### config.mk
export PLATFORM = sky130hd
export DESIGN_NAME = adc_avg_filter
export DESIGN_NICKNAME = d
export VERILOG_FILES = /design/src/rtl/adc_avg_filter.sv
export SDC_FILE = /design/constraint.sdc
export NUM_CORES = 1
export LEC_CHECK = 0
export ABC_CLOCK_PERIOD_IN_PS = 6000
export BUFFER_PORTS_ARGS = -buffer_cell sky130_fd_sc_hd__buf_4
export CAP_MARGIN = 10
export CORE_MARGIN = 2
export CORE_UTILIZATION = 60
export CTS_BUF_LIST = sky130_fd_sc_hd__clkbuf_4 sky130_fd_sc_hd__clkbuf_8 sky130_fd_sc_hd__clkbuf_16
export DETAILED_ROUTE_END_ITERATION = 10
export PLACE_DENSITY = 0.78
export SLEW_MARGIN = 20
export SYNTH_ARGS = -nofsm -noshare
export SYNTH_HDL_FRONTEND = slang
export SYNTH_SLANG_ARGS = --single-unit
### constraint.sdc
create_clock -name clk -period 6 [get_ports clk]
set_input_delay 1.2 -clock clk [delete_from_list [all_inputs] [get_ports clk]]
set_output_delay 1.2 -clock clk [all_outputs]
set_load 0.02 [all_outputs]
### src/rtl/adc_avg_filter.sv
// ----------------------------------------------------------------------------
// adc_avg_filter
//
// Moving-average filter between the XADC conversion output and the voltage
// comparator / max-voltage register array. One W-bit sample is taken per
// end-of-conversion strobe. The mean of the last N = 2^LOG2_N samples is
// published as a registered value with a one-cycle valid pulse. No partial-
// window average is ever published, so single-sample noise cannot register
// as a new maximum during the servo sweep.
//
// Ports:
//   clk          system clock (PLL domain, same as the XADC)
//   rst_n        asynchronous active-low reset
//   sample_valid one-cycle strobe, sample is valid this cycle (from AdcEoc)
//   sample       raw ADC code, W bits
//   clr          synchronous clear of window and state; wins over sample_valid
//   avg          windowed mean, registered, truncating divide by N
//   avg_valid    one-cycle pulse, one clk after each accept in a full window
//   filled       high once N samples have been accepted since reset or clr
// ----------------------------------------------------------------------------
module adc_avg_filter #(
    parameter int W      = 12,
    parameter int LOG2_N = 3     // legal 1..4, window depth N = 2..16
) (
    input  logic         clk,
    input  logic         rst_n,
    input  logic         sample_valid,
    input  logic [W-1:0] sample,
    input  logic         clr,
    output logic [W-1:0] avg,
    output logic         avg_valid,
    output logic         filled
);

    localparam int N  = 1 << LOG2_N;
    localparam int SW = W + LOG2_N;   // N * (2^W - 1) always fits

    localparam logic [LOG2_N:0]   CNT_LAST = (LOG2_N + 1)'(N - 1);
    localparam logic [LOG2_N:0]   CNT_ONE  = (LOG2_N + 1)'(1);
    localparam logic [LOG2_N-1:0] WP_ONE   = LOG2_N'(1);

    typedef enum logic {
        FILL = 1'b0,   // fewer than N samples held
        RUN  = 1'b1    // window full, every accept publishes an average
    } state_t;

    state_t            state_q, state_d;
    logic [W-1:0]      sample_buf [N];
    logic [LOG2_N-1:0] wp_q, wp_d;
    logic [LOG2_N:0]   cnt_q, cnt_d;
    logic [SW-1:0]     sum_q, sum_d, new_sum;
    logic [W-1:0]      avg_d;
    logic              avg_valid_d;
    logic              filled_d;
    logic              buf_we;

    // The slot at wp holds the oldest sample (or 0 while filling), so one
    // add and one subtract keep the sum exact. The intermediate can wrap
    // modulo 2^SW, but the true result is always in range.
    always_comb begin
        new_sum = sum_q + SW'(sample) - SW'(sample_buf[wp_q]);
    end

    // NOTE: every signal driven here gets a default first, so no path leaves
    // a variable unassigned and no latch is inferred.
    always_comb begin
        state_d     = state_q;
        wp_d        = wp_q;
        cnt_d       = cnt_q;
        sum_d       = sum_q;
        avg_d       = avg;
        avg_valid_d = 1'b0;
        filled_d    = filled;
        buf_we      = 1'b0;

        if (clr) begin
            state_d  = FILL;
            wp_d     = '0;
            cnt_d    = '0;
            sum_d    = '0;
            avg_d    = '0;
            filled_d = 1'b0;
        end else if (sample_valid) begin
            buf_we = 1'b1;
            sum_d  = new_sum;
            wp_d   = wp_q + WP_ONE;
            unique case (state_q)
                FILL: begin
                    cnt_d = cnt_q + CNT_ONE;
                    // This accept completes the window: publish straight away.
                    if (cnt_q == CNT_LAST) begin
                        state_d     = RUN;
                        filled_d    = 1'b1;
                        avg_d       = new_sum[SW-1:LOG2_N];
                        avg_valid_d = 1'b1;
                    end
                end
                RUN: begin
                    avg_d       = new_sum[SW-1:LOG2_N];
                    avg_valid_d = 1'b1;
                end
                default: state_d = FILL;
            endcase
        end
    end

    // NOTE: sequential state uses non-blocking assignments only, so every
    // flop samples the pre-edge values regardless of statement order.
    always_ff @(posedge clk or negedge rst_n) begin
        if (!rst_n) begin
            state_q   <= FILL;
            wp_q      <= '0;
            cnt_q     <= '0;
            sum_q     <= '0;
            avg       <= '0;
            avg_valid <= 1'b0;
            filled    <= 1'b0;
        end else begin
            state_q   <= state_d;
            wp_q      <= wp_d;
            cnt_q     <= cnt_d;
            sum_q     <= sum_d;
            avg       <= avg_d;
            avg_valid <= avg_valid_d;
            filled    <= filled_d;
        end
    end

    // NOTE: the sample buffer must be reset and cleared, unlike a plain data
    // RAM. The fill phase relies on evicting zeros to keep the sum exact.
    always_ff @(posedge clk or negedge rst_n) begin
        if (!rst_n) begin
            for (int i = 0; i < N; i++) sample_buf[i] <= '0;
        end else if (clr) begin
            for (int i = 0; i < N; i++) sample_buf[i] <= '0;
        end else if (buf_we) begin
            sample_buf[wp_q] <= sample;
        end
    end

endmodule

# After elaboration in Yosys (flattened, before gate mapping)
# Index checks and enable logic that the tools add are counted.
[word_totals]
word_cells = 65
out_inout_bits = 14
in_bits = 16
ff_bits = 133
[op_classes]
n_eq_ne = 3
muxes = 32
n_bitwise = 2
reduce_logical = 7
n_addsub = 4
order_cmp = 2
[ops]
columns = ["operator", "n"]
rows = [
  ["$mux W96", 2],
  ["$bwmux W96", 1],
  ["$mux W12", 6],
  ["$bmux W12 S3", 1],
  ["$demux W12 S3", 1],
  ["$mux W15", 2],
  ["$pmux W12 S2", 1],
  ["$add A15 B12 Y15", 1],
  ["$sub A15 B12 Y15", 1],
  ["$mux W1", 12],
  ["$mux W4", 3],
  ["$mux W3", 2],
  ["$reduce_bool A2 Y1", 3],
  ["$add A4 B1 Y4 const B", 1],
  ["$eq A4 B3 Y1 const B", 1],
  ["$ge A4 B4 Y1 const B", 1],
  ["$lt A4 B1 Y1 const B", 1],
  ["$not A3 Y4", 1],
  ["$reduce_and A2 Y1", 2],
  ["$add A3 B1 Y3 const B", 1],
  ["$ne A3 B3 Y1 const B", 1],
  ["$reduce_and A3 Y1", 1],
  ["$ne A2 B2 Y1 const B", 1],
  ["$pmux W1 S2", 1],
  ["other kinds (2)", 2],
]

# Longest topological paths before layout
# Gate-level depths: netlist of run 1.
[logic_depth]
depth_word = 9
mapped_depth = 17
mapped_depth_nobuf = 14

# Worst setup path before layout of run 1
# OpenSTA, ideal clock, no wires.
[synth_path]
path_type = "input -> register"
from = "input port sample[1]"
to = "register avg[11]"
path_buffers = 1
cell_stages = 11
setup_slack_ns = 1.991
t_arrival_ns = 3.940
required_ns = 5.931
setup_ns = 0.069
cell_sequence = "clkbuf_1 > inv_1 > fa_1 > inv_1 > fa_1 > a211oi_2 > o211ai_2 > and2_2 > a41o_1 > or4_1 > nand3_1"
[synth_via]
elab_chain_cells = 6
[synth_lines]
columns = ["element", "line", "text"]
rows = [
  ["start: declaration", "28", "input logic [W-1:0] sample,"],
  ["$add A15 B12 Y15 (*)", "61", "new_sum = sum_q + SW'(sample) - SW'(sample_buf[wp_q]);"],
  ["$sub A15 B12 Y15 (*)", "61", ""],
  ["$mux W12", "91", "if (cnt_q == CNT_LAST) begin"],
  ["$pmux W12 S2 (*)", "87", "unique case (state_q)"],
  ["$mux W12 (*)", "83", "end else if (sample_valid) begin"],
  ["$mux W12 (*)", "76", "if (clr) begin"],
  ["end signal: assignment", "123", "avg <= avg_d;"],
  ["end: declaration", "30", "output logic [W-1:0] avg,"],
]
# Mark *: on every way between the ends. The rest lies on a longest branch, timed or not. The select of a mux whose other input is x is not followed.
# A chain may end at the register's enable or synchronous reset.

# Worst setup path in the final report of run 1
[layout_path]
from = "register wp_q[0]"
to = "register avg[11]"
[layout_via]
elab_chain_cells = 9
[layout_lines]
columns = ["element", "line", "text"]
rows = [
  ["start: declaration", "49", "logic [LOG2_N-1:0] wp_q, wp_d;"],
  ["start signal: assignment", "120", "wp_q <= wp_d;"],
  ["$not A3 Y4 (not written as such) (*)", "61", ""],
  ["$bmux W12 S3 (*)", "61", ""],
  ["$mux W12 (not written as such) (*) (2 in series)", "61", ""],
  ["$sub A15 B12 Y15 (*)", "61", ""],
  ["$mux W12", "91", ""],
  ["$pmux W12 S2 (*)", "87", ""],
  ["$mux W12 (*)", "83", ""],
  ["$mux W12 (*)", "76", ""],
]
# Marked as above.

==> impl_metrics.json, run 1 <==
{
  "yosysMostFrequentCell": "nand2_1",
  "hold_buffers": 0,
  "synth_warnings": 0,
  "hold_depth": 1,
  "setup_viol_count_final": 0,
  "num_io_pins": 30,
  "power_leakage_nw": 3.70,
  "intPower_mw": 2.00,
  "avgSynthCellArea_um2": 8.73,
  "dr.pass1.iters": 6,
  "tightestPinTransition_ns": 1.22,
  "final_cell_count_no_fill": 993,
  "cts_setup_buffers": 0,
  "seqPwrFrac_pct": 32.9,
  "seq_area_frac_synth_pct": 45.5,
  "drc": 0,
  "synth-seq-cells": 133,
  "grt_max_degree": 91,
  "cts_sinks": 133,
  "ant_nets": 0,
  "clkTransAtPathRegs_ns": 0.06,
  "criticalPathCategory": "reg -> reg",
  "drt-initial-drc-count": 440,
  "power_density_nw_per_um2": 367,
  "post-route-period-util_pct": 74.6,
  "p_sw_share_pct": 33.4,
  "wl_per_cell_um": 19.5,
  "final_layout_size_suffix_gt1_share_pct": 11.3,
  "ys_types": 57,
  "synthTopCellsByArea": "dfrtp_1 46%, nand2_1 12%, a21oi_1 7.5%",
  "reg2reg_depth": 13,
  "status": "complete, no violations",
  "p_sw_mw": 1.00,
  "fin_crit_ns": 4.48,
  "rrSetupSlack_ns": 1.52,
  "cp_data_required_time_ns": 6.36,
  "cts_max_path_buffers": 2,
  "synth.top_cell.area_share_pct": 45.5,
  "overflow": 0,
  "ys_async_sr_fraction_pct": 100,
  "die_width_um": 114,
  "pwr-share-clk_pct": 36.5,
  "clk_latency_ns": 0.43,
  "place_inst": 961,
  "worstReg2RegEnd": "avg[11]",
  "antenna_found_initial": 0,
  "hold_path_class": "reg -> reg",
  "crit_path_end_kind": "flop",
  "grt_pass1_vias": 6145,
  "tns_ns": 0,
  "hold_path_startpoint": "sum_q[7]",
  "reg2reg_from": "wp_q[0]",
  "dp_hpwl_mm": 12.2,
  "antenna_cells": 0,
  "vias": 6196,
  "syn_nets": 883,
  "die_area_um2": 13100,
  "synth_area_leader_cell": "dfrtp_1",
  "ir_worst_vdd_uv": 175,
  "post_cts_resized": 0,
  "core_um2": 12000,
  "start_util_pct": 61.1,
  "cts_buffers": 17,
  "viasPerCell": 6.24,
  "arrival_ns": 4.83,
  "root_buffer": "clkbuf_16",
  "grt_util_all_layers_pct": 31.7,
  "drv_cap": 0,
  "place_ws_ns": 1.67,
  "synthToLayoutAreaGrowth_pct": 11.6,
  "crit_fanout": 23,
  "nets": 878,
  "htree_levels": 4,
  "cts_tree": "yes",
  "cp-start-kind": "flop",
  "routed_wl_mm": 19.4,
  "synthTopCellsByCount": "228 x nand2_1, 133 x dfrtp_1, 110 x a21oi_1, 51 x inv_1, 49 x nor2_1",
  "portBuffers": 29,
  "synth_edf_count": 0,
  "rows": 40,
  "combPwrFrac_pct": 30.5,
  "p_total_mw": 3.00,
  "die_h_um": 114,
  "hold_violations": 0,
  "grt_pass1_wl_mm": 31.7,
  "synth_ff_type": "dfrtp_1",
  "syn-cell-area_um2": 7310,
  "final-max-slew-violation-count": 0,
  "rsz0062_at_grt": "false",
  "skew_ns": 0.00720,
  "utilization_pct": 68.2,
  "maxSlewHeadroom_pct": 18.4,
  "fillCellCount": 929,
  "synth_cells": 838,
  "gp_congestion": 0.924,
  "hold_end": "sum_q[7]",
  "max_freq_ghz": 0.223,
  "setup_slack_ns": 1.52
}
layout by cell type, fill, tap and decap left out, drive strengths merged, types with 5 or more instances in the layout:
master  instances
clkinv          8
mux4           12
nor3            8
clkbuf         18
a31oi           5
a21o            5
dfrtp         133
o211ai          5
mux2i          26
fa             12
nand2         229
inv            55
a221oi          6
mux2            5
a22oi           5
a21oi         110
xnor2          11
nor2b           5
nand3          14
buf            38
o21ai          15
nor2           49
ha             17
flip-flops by register name, summed over array words and instances (netlist names):
register,count
avg,12
avg_valid,1
cnt_q,4
filled,1
sample_buf,96
state_q,1
sum_q,15
wp_q,3
through the flow:
step | hold slack [ns] | cell area (µm²)
floorplan | 0.459 | 7310
global placement | 0.477 | 7540
detailed placement | 0.489 | 7540
CTS | 0.503 | 8160
global route | 0.514 | 8160
finish | 0.500 | 8160
area by class of cell:
| cell class | instances | area, µm² | area share (%) |
|---|---|---|---|
| Clock buffer | 18 | 433 | 5.30 |
| Clock inverter | 14 | 184 | 2.25 |
| Inverter | 54 | 203 | 2.48 |
| Multi-Input combinational cell | 589 | 3550 | 43.4 |
| Sequential cell | 133 | 3330 | 40.8 |
| Tap cell | 147 | 184 | 2.25 |
| Timing Repair Buffer | 38 | 285 | 3.49 |
cells by family (layout without fill, tap and decap cells):
| logic type | after synthesis | count (layout) | share of synthesized area [%] |
|---|---|---|---|
| simple gates | 327 | 327 | 18.3 |
| compound gates | 177 | 177 | 14.3 |
| flops | 133 | 133 | 45.5 |
| buf+inv | 116 | 124 | 6.07 |
| mux | 43 | 43 | 8.02 |
| fa+ha+maj | 29 | 29 | 6.19 |
| xor+xnor | 13 | 13 | 1.56 |
power groups by stage:
stage                     Clock [mW]  Combinational (mW)  Sequential (mW)
after CTS                       1.10               0.902            0.986
after floorplan                    0               0.706            0.978
after detailed placement           0               0.889             1.00
after global placement             0               0.859            0.998
after global routing            1.15                1.01            0.993
final                           1.10               0.915            0.987
per-layer routing:
metal	vias up	part of all wire, %	global-route usage (%)
met5	-	0	0
met3	69	7.5	6.62
met1	3009	41	42.0
met4	0	3.4	15.0
li1	2797	-	-
met2	321	48	50.4
critical path, stage by stage, from the launching register on:
cell      delay, ns
dfrtp_1        1.00
nor2b_1        0.33
a221oi_1       0.43
o22ai_1        0.16
ha_1           0.29
inv_1          0.04
ha_1           0.21
fa_1           0.45
a211oi_2       0.31
o211ai_2       0.16
and2_2         0.20
a41o_1         0.25
or4_1          0.47
nand3_1        0.09
how the worst max path moves through the flow:
stage / from / to / slack (ns) / depth (start not counted)
floorplan: sample[1] / avg[11] / 1.99 / 11
global placement: wp_q[2] / avg[11] / 1.73 / 13
detailed placement: wp_q[2] / avg[11] / 1.67 / 13
CTS: wp_q[0] / avg[11] / 1.60 / 13
global route: wp_q[0] / avg[11] / 1.22 / 13
finish: wp_q[0] / avg[11] / 1.52 / 13
Note: power is estimated with default switching activity, not from simulation.
==> run 2, diff against run 1 <==
- ABC_CLOCK_PERIOD_IN_PS: 6000 -> 4440
- clock period: 6 -> 4.44 ns (I/O delays scaled with it)
==> impl_metrics.json, run 2 (synthesized netlist as in run 1, its figures left out) <==
{
  "fin_crit_ns": 4.15,
  "cts_sinks": 133,
  "hold_violations": 0,
  "skew_ns": 0.00903,
  "power_density_nw_per_um2": 501,
  "routed_wl_mm": 19.7,
  "regMostFlops": "sample_buf",
  "max_freq_ghz": 0.241,
  "grt_util_all_layers_pct": 32.4,
  "dp_hpwl_mm": 12.8,
  "crit_path_end_kind": "flop",
  "core_um2": 12000,
  "cts_max_path_buffers": 2,
  "clk_latency_ns": 0.43,
  "setup_viol_count_final": 0,
  "post_cts_resized": 0,
  "die_width_um": 114,
  "drv_cap": 0,
  "dr.pass1.iters": 5,
  "hold_buffers": 0,
  "wl_per_cell_um": 19.7,
  "grt_pass1_vias": 6261,
  "place_ws_ns": 0.343,
  "clkTransAtPathRegs_ns": 0.06,
  "die_h_um": 114,
  "criticalPathCategory": "reg -> reg",
  "tightestPinTransition_ns": 1.16,
  "cts_setup_buffers": 0,
  "antenna_found_initial": 0,
  "vias": 6284,
  "cts_buffers": 17,
  "viasPerCell": 6.28,
  "htree_levels": 4,
  "top_regs": "sample_buf: 96 flops, sum_q: 15 flops, avg: 12 flops",
  "post-route-period-util_pct": 93.6,
  "crit_fanout": 16,
  "power_leakage_nw": 3.74,
  "largest_reg_flops": 96,
  "cp-start-kind": "flop",
  "hold_path_class": "reg -> reg",
  "cp_data_required_time_ns": 4.80,
  "tns_ns": 0,
  "grt_pass1_wl_mm": 32.2,
  "setup_slack_ns": 0.286,
  "rows": 40,
  "final_common_cell": "nand2_1",
  "antenna_cells": 0,
  "nets": 885,
  "root_buffer": "clkbuf_16",
  "gp_congestion": 0.931,
  "rsz0062_at_grt": "false",
  "portBuffers": 29,
  "grt_max_degree": 83,
  "final_layout_size_suffix_gt1_share_pct": 12.3,
  "ir_worst_vdd_uv": 273,
  "final-max-slew-violation-count": 0,
  "cts_tree": "yes",
  "start_util_pct": 61.1,
  "synthToLayoutAreaGrowth_pct": 13.0,
  "final_cell_mix": "228 x nand2_1, 133 x dfrtp_1, 110 x a21oi_1",
  "p_total_mw": 4.14,
  "drc": 0,
  "die_area_um2": 13100,
  "drt-initial-drc-count": 848,
  "ant_nets": 0,
  "maxSlewHeadroom_pct": 22.3,
  "status": "complete, no violations",
  "arrival_ns": 4.51,
  "num_io_pins": 30,
  "overflow": 0
}
run 2: changes by cell type in the layout (fill, tap and decap cells not counted), moves of 2 or more:
cell / before / now
clkinvlp_4: 1 / 3
clkinv_2: 6 / 2
buf_4: 38 / 45
clkbuf_8: 0 / 2
nor2_2: 2 / 4
nor2_1: 47 / 45
run 2: power by group:
part           leakage (nW)  switching (mW)  internal, mW
Combinational          1.59           0.762         0.484
Sequential             1.84          0.0503          1.28
Clock                 0.316           0.537          1.03
run 2: layout make-up:
class / count / area, µm²
multi-input cells: 589 / 3550
clock buffers: 20 / 460
clock inverters: 12 / 200
flip-flops and latches: 133 / 3330
repair buffers: 45 / 338
fillers: 913 / 3700
well taps: 147 / 184
inverters: 54 / 203
run 2: through the flow:
step	hold WS, ns	instance area, µm²	util, %	std cells
global placement	0.476	7590	63.5	968
finish	0.502	8260	69.1	1000
CTS	0.503	8260	69.0	1000
global route	0.528	8260	69.1	1000
floorplan	0.459	7310	-	838
detailed placement	0.490	7600	63.5	968
run 2: path summary, 6_finish.rpt:
kind | startpoint | endpoint | slack, ns | cells past startpoint
max reg2reg | wp_q[2] | avg[11] | 0.29 | 13
min in group asynchronous | rst_n | avg[4] | 0.59 | 1
max in group asynchronous | rst_n | sample_buf[56] | 2.90 | 2
min | sum_q[7] | sum_q[7] | 0.50 | 1
max | wp_q[2] | avg[11] | 0.29 | 13
min reg2reg | sum_q[7] | sum_q[7] | 0.50 | 1
run 2: worst max-delay path, cell delays in order, from the launching register on:
cell and delay (ns):
dfrtp_1 0.58, buf_4 0.30, nor2b_1 0.18, a22oi_1 0.23, o221ai_1 0.22, fa_1 0.54
inv_1 0.07, fa_1 0.50, a211oi_2 0.32, o211ai_2 0.15, and2_2 0.19, a41o_1 0.25
or4_1 0.47, nand3_1 0.10
run 2: routing by layer:
layer / GRT usage, % / routed length [µm] / vias to the layer above / share of wire, %
met3: 6.09 / 1660 / 74 / 8.4
met1: 43.3 / 7830 / 3046 / 40
met4: 14.8 / 675 / 0 / 3.4
met5: 0 / 0 / - / 0
li1: - / - / 2799 / -
met2: 51.6 / 9540 / 365 / 48
==> run 3, diff against run 2 <==
- ABC_AREA: not set -> 1
==> impl_metrics.json, run 3 <==
{
  "cp-start-kind": "flop",
  "ant_nets": 0,
  "worst_hold_slack_ns": 0.480,
  "die_h_um": 111,
  "crit_fanout": 11,
  "grt_max_degree": 73,
  "synthTopCellsByCount": "159 x nand2_1, 147 x inv_1, 133 x dfrtp_1, 76 x o21ai_0, 67 x nand3_1",
  "core_um2": 11000,
  "synthTopCellsByArea": "dfrtp_1 49%, nand2_1 8.7%, inv_1 8.1%",
  "hold_buffers": 0,
  "ir_worst_vdd_uv": 452,
  "ys_types": 31,
  "grt_util_all_layers_pct": 31.3,
  "htree_levels": 4,
  "status": "complete, no violations",
  "antenna_cells": 0,
  "synth-seq-cells": 133,
  "final_cell_mix": "159 x nand2_1, 146 x inv_1, 133 x dfrtp_1",
  "power_density_nw_per_um2": 540,
  "place_ws_ns": 1.00,
  "routed_wl_mm": 18.2,
  "postPlaceCellArea_um2": 7130,
  "synth_area_leader_cell": "dfrtp_1",
  "final_cell_count_no_fill": 986,
  "vias": 6006,
  "setup_viol_count_final": 0,
  "grt_pass1_wl_mm": 30.3,
  "root_buffer": "clkbuf_16",
  "fin_area_um2": 7650,
  "drc": 0,
  "post_cts_resized": 0,
  "utilization_pct": 69.7,
  "dp_hpwl_mm": 12.2,
  "synth_cells": 814,
  "largest_reg_flops": 96,
  "portBuffers": 29,
  "cp_data_required_time_ns": 4.74,
  "syn-cell-area_um2": 6840,
  "hold_path_class": "reg -> reg",
  "setup_slack_ns": 0.867,
  "slowest_delay_ns": 0.52,
  "synth.top_cell.area_share_pct": 48.7,
  "top_regs": "sample_buf: 96 flops, sum_q: 15 flops, avg: 12 flops",
  "ys_async_sr_fraction_pct": 100,
  "crit_path_end_kind": "flop",
  "overflow": 0,
  "regMostFlops": "sample_buf",
  "tightestPinTransition_ns": 1.08,
  "cts_sinks": 133,
  "post-route-period-util_pct": 80.5,
  "cts_max_path_buffers": 2,
  "cts_tree": "yes",
  "synth_warnings": 0,
  "tns_ns": 0,
  "avgSynthCellArea_um2": 8.40,
  "final_layout_size_suffix_gt1_share_pct": 9.10,
  "rows": 38,
  "drv_cap": 0,
  "clk_latency_ns": 0.42,
  "final-max-slew-violation-count": 0,
  "p_total_mw": 4.13,
  "die_area_um2": 12300,
  "synth_ff_type": "dfrtp_1",
  "start_util_pct": 62.2,
  "skew_ns": 0.00693,
  "max_freq_ghz": 0.280,
  "cts_buffers": 17,
  "dr.pass1.iters": 5,
  "viasPerCell": 6.09,
  "rsz0062_at_grt": "false",
  "die_width_um": 111,
  "seq_area_frac_synth_pct": 48.7,
  "path_cells": "inv_1 > nand3_1 > inv_1 > a22oi_1 > o2111ai_1 > fa_1 > inv_1 > ha_1 > nor2_1 > a21oi_1 > nand3_1 > nand3_1 > nand2_1 > nand4_1 > nand2_1",
  "yosysMostFrequentCell": "nand2_1",
  "drt-initial-drc-count": 860,
  "arrival_ns": 3.87,
  "clkTransAtPathRegs_ns": 0.05,
  "nets": 882,
  "gp_congestion": 0.967,
  "num_io_pins": 30,
  "maxSlewHeadroom_pct": 28.0,
  "hold_violations": 0,
  "wl_per_cell_um": 18.5,
  "cp_slowest_cell": "fa_1",
  "grt_pass1_vias": 5954,
  "power_leakage_nw": 3.77,
  "fin_crit_ns": 3.57,
  "criticalPathCategory": "reg -> reg",
  "cts_setup_buffers": 0,
  "syn_nets": 859,
  "antenna_found_initial": 0,
  "synth_edf_count": 0,
  "worst_path_dominant_cell_family": "simple AND/OR/NAND/NOR gates",
  "place_inst": 958,
  "final_common_cell": "nand2_1",
  "path_buf_inv": 3,
  "synthToLayoutAreaGrowth_pct": 11.9
}
## run 3: changes by cell type after synthesis, sizes merged, moves of 24 or more
cell	before	now
inv	54	155
a21oi	110	16
nand2	229	162
o21ai	15	78
o22ai	4	65
nand3	14	70
clkbuf	45	4
mux2i	26	0
nor2	49	25
## run 3: power breakdown
group | total [mW] | internal, mW | switching (mW)
Combinational | 1.47 | 0.503 | 0.963
Clock | 1.26 | 0.766 | 0.492
Sequential | 1.41 | 1.33 | 0.0734
## run 3: kinds of logic (layout without fill, tap and decap cells)
family	count (synthesis)	in the layout	share of synthesized area, %
AO/OA/AOI/OAI	184	184	15.8
AND/OR/NAND/NOR	282	282	18.0
buffers and inverters	184	216	10.6
flip-flops	133	133	48.7
XOR/XNOR	2	2	0.256
adder cells (fa/ha/maj)	29	29	6.63
## run 3: final timing paths
kind | slack [ns] | cells past startpoint | endpoint | startpoint
setup / recovery | 0.87 | 15 | sum_q[11] | wp_q[1]
max in group asynchronous | 3.01 | 2 | sample_buf[58] | rst_n
min in group asynchronous | 0.61 | 1 | sample_buf[65] | rst_n
hold / removal | 0.48 | 2 | avg[10] | avg[10]
hold reg to reg | 0.48 | 2 | avg[10] | avg[10]
setup reg to reg | 0.87 | 15 | sum_q[11] | wp_q[1]
## run 3: final cells by class
class	instances	area (µm²)
Clock inverter	5	27.5
Timing Repair Buffer	33	260
Multi-Input combinational cell	497	2780
Inverter	155	582
Fill cell	865	3330
Sequential cell	133	3330
Tap cell	140	175
Clock buffer	23	495
## run 3: layer usage
| layer | vias to the layer above | GRT usage, % | routed length [µm] |
|---|---|---|---|
| li1 | 2758 | - | - |
| met1 | 2887 | 44.4 | 7760 |
| met2 | 305 | 45.9 | 8220 |
| met3 | 56 | 7.22 | 1680 |
| met4 | 0 | 14.3 | 587 |
| met5 | - | 0 | 0 |
## run 3: worst min-delay path: cells and delay by family (launching register included)
kind          cells  cell delay (ns)
flops             1             0.34
simple gates      2             0.10
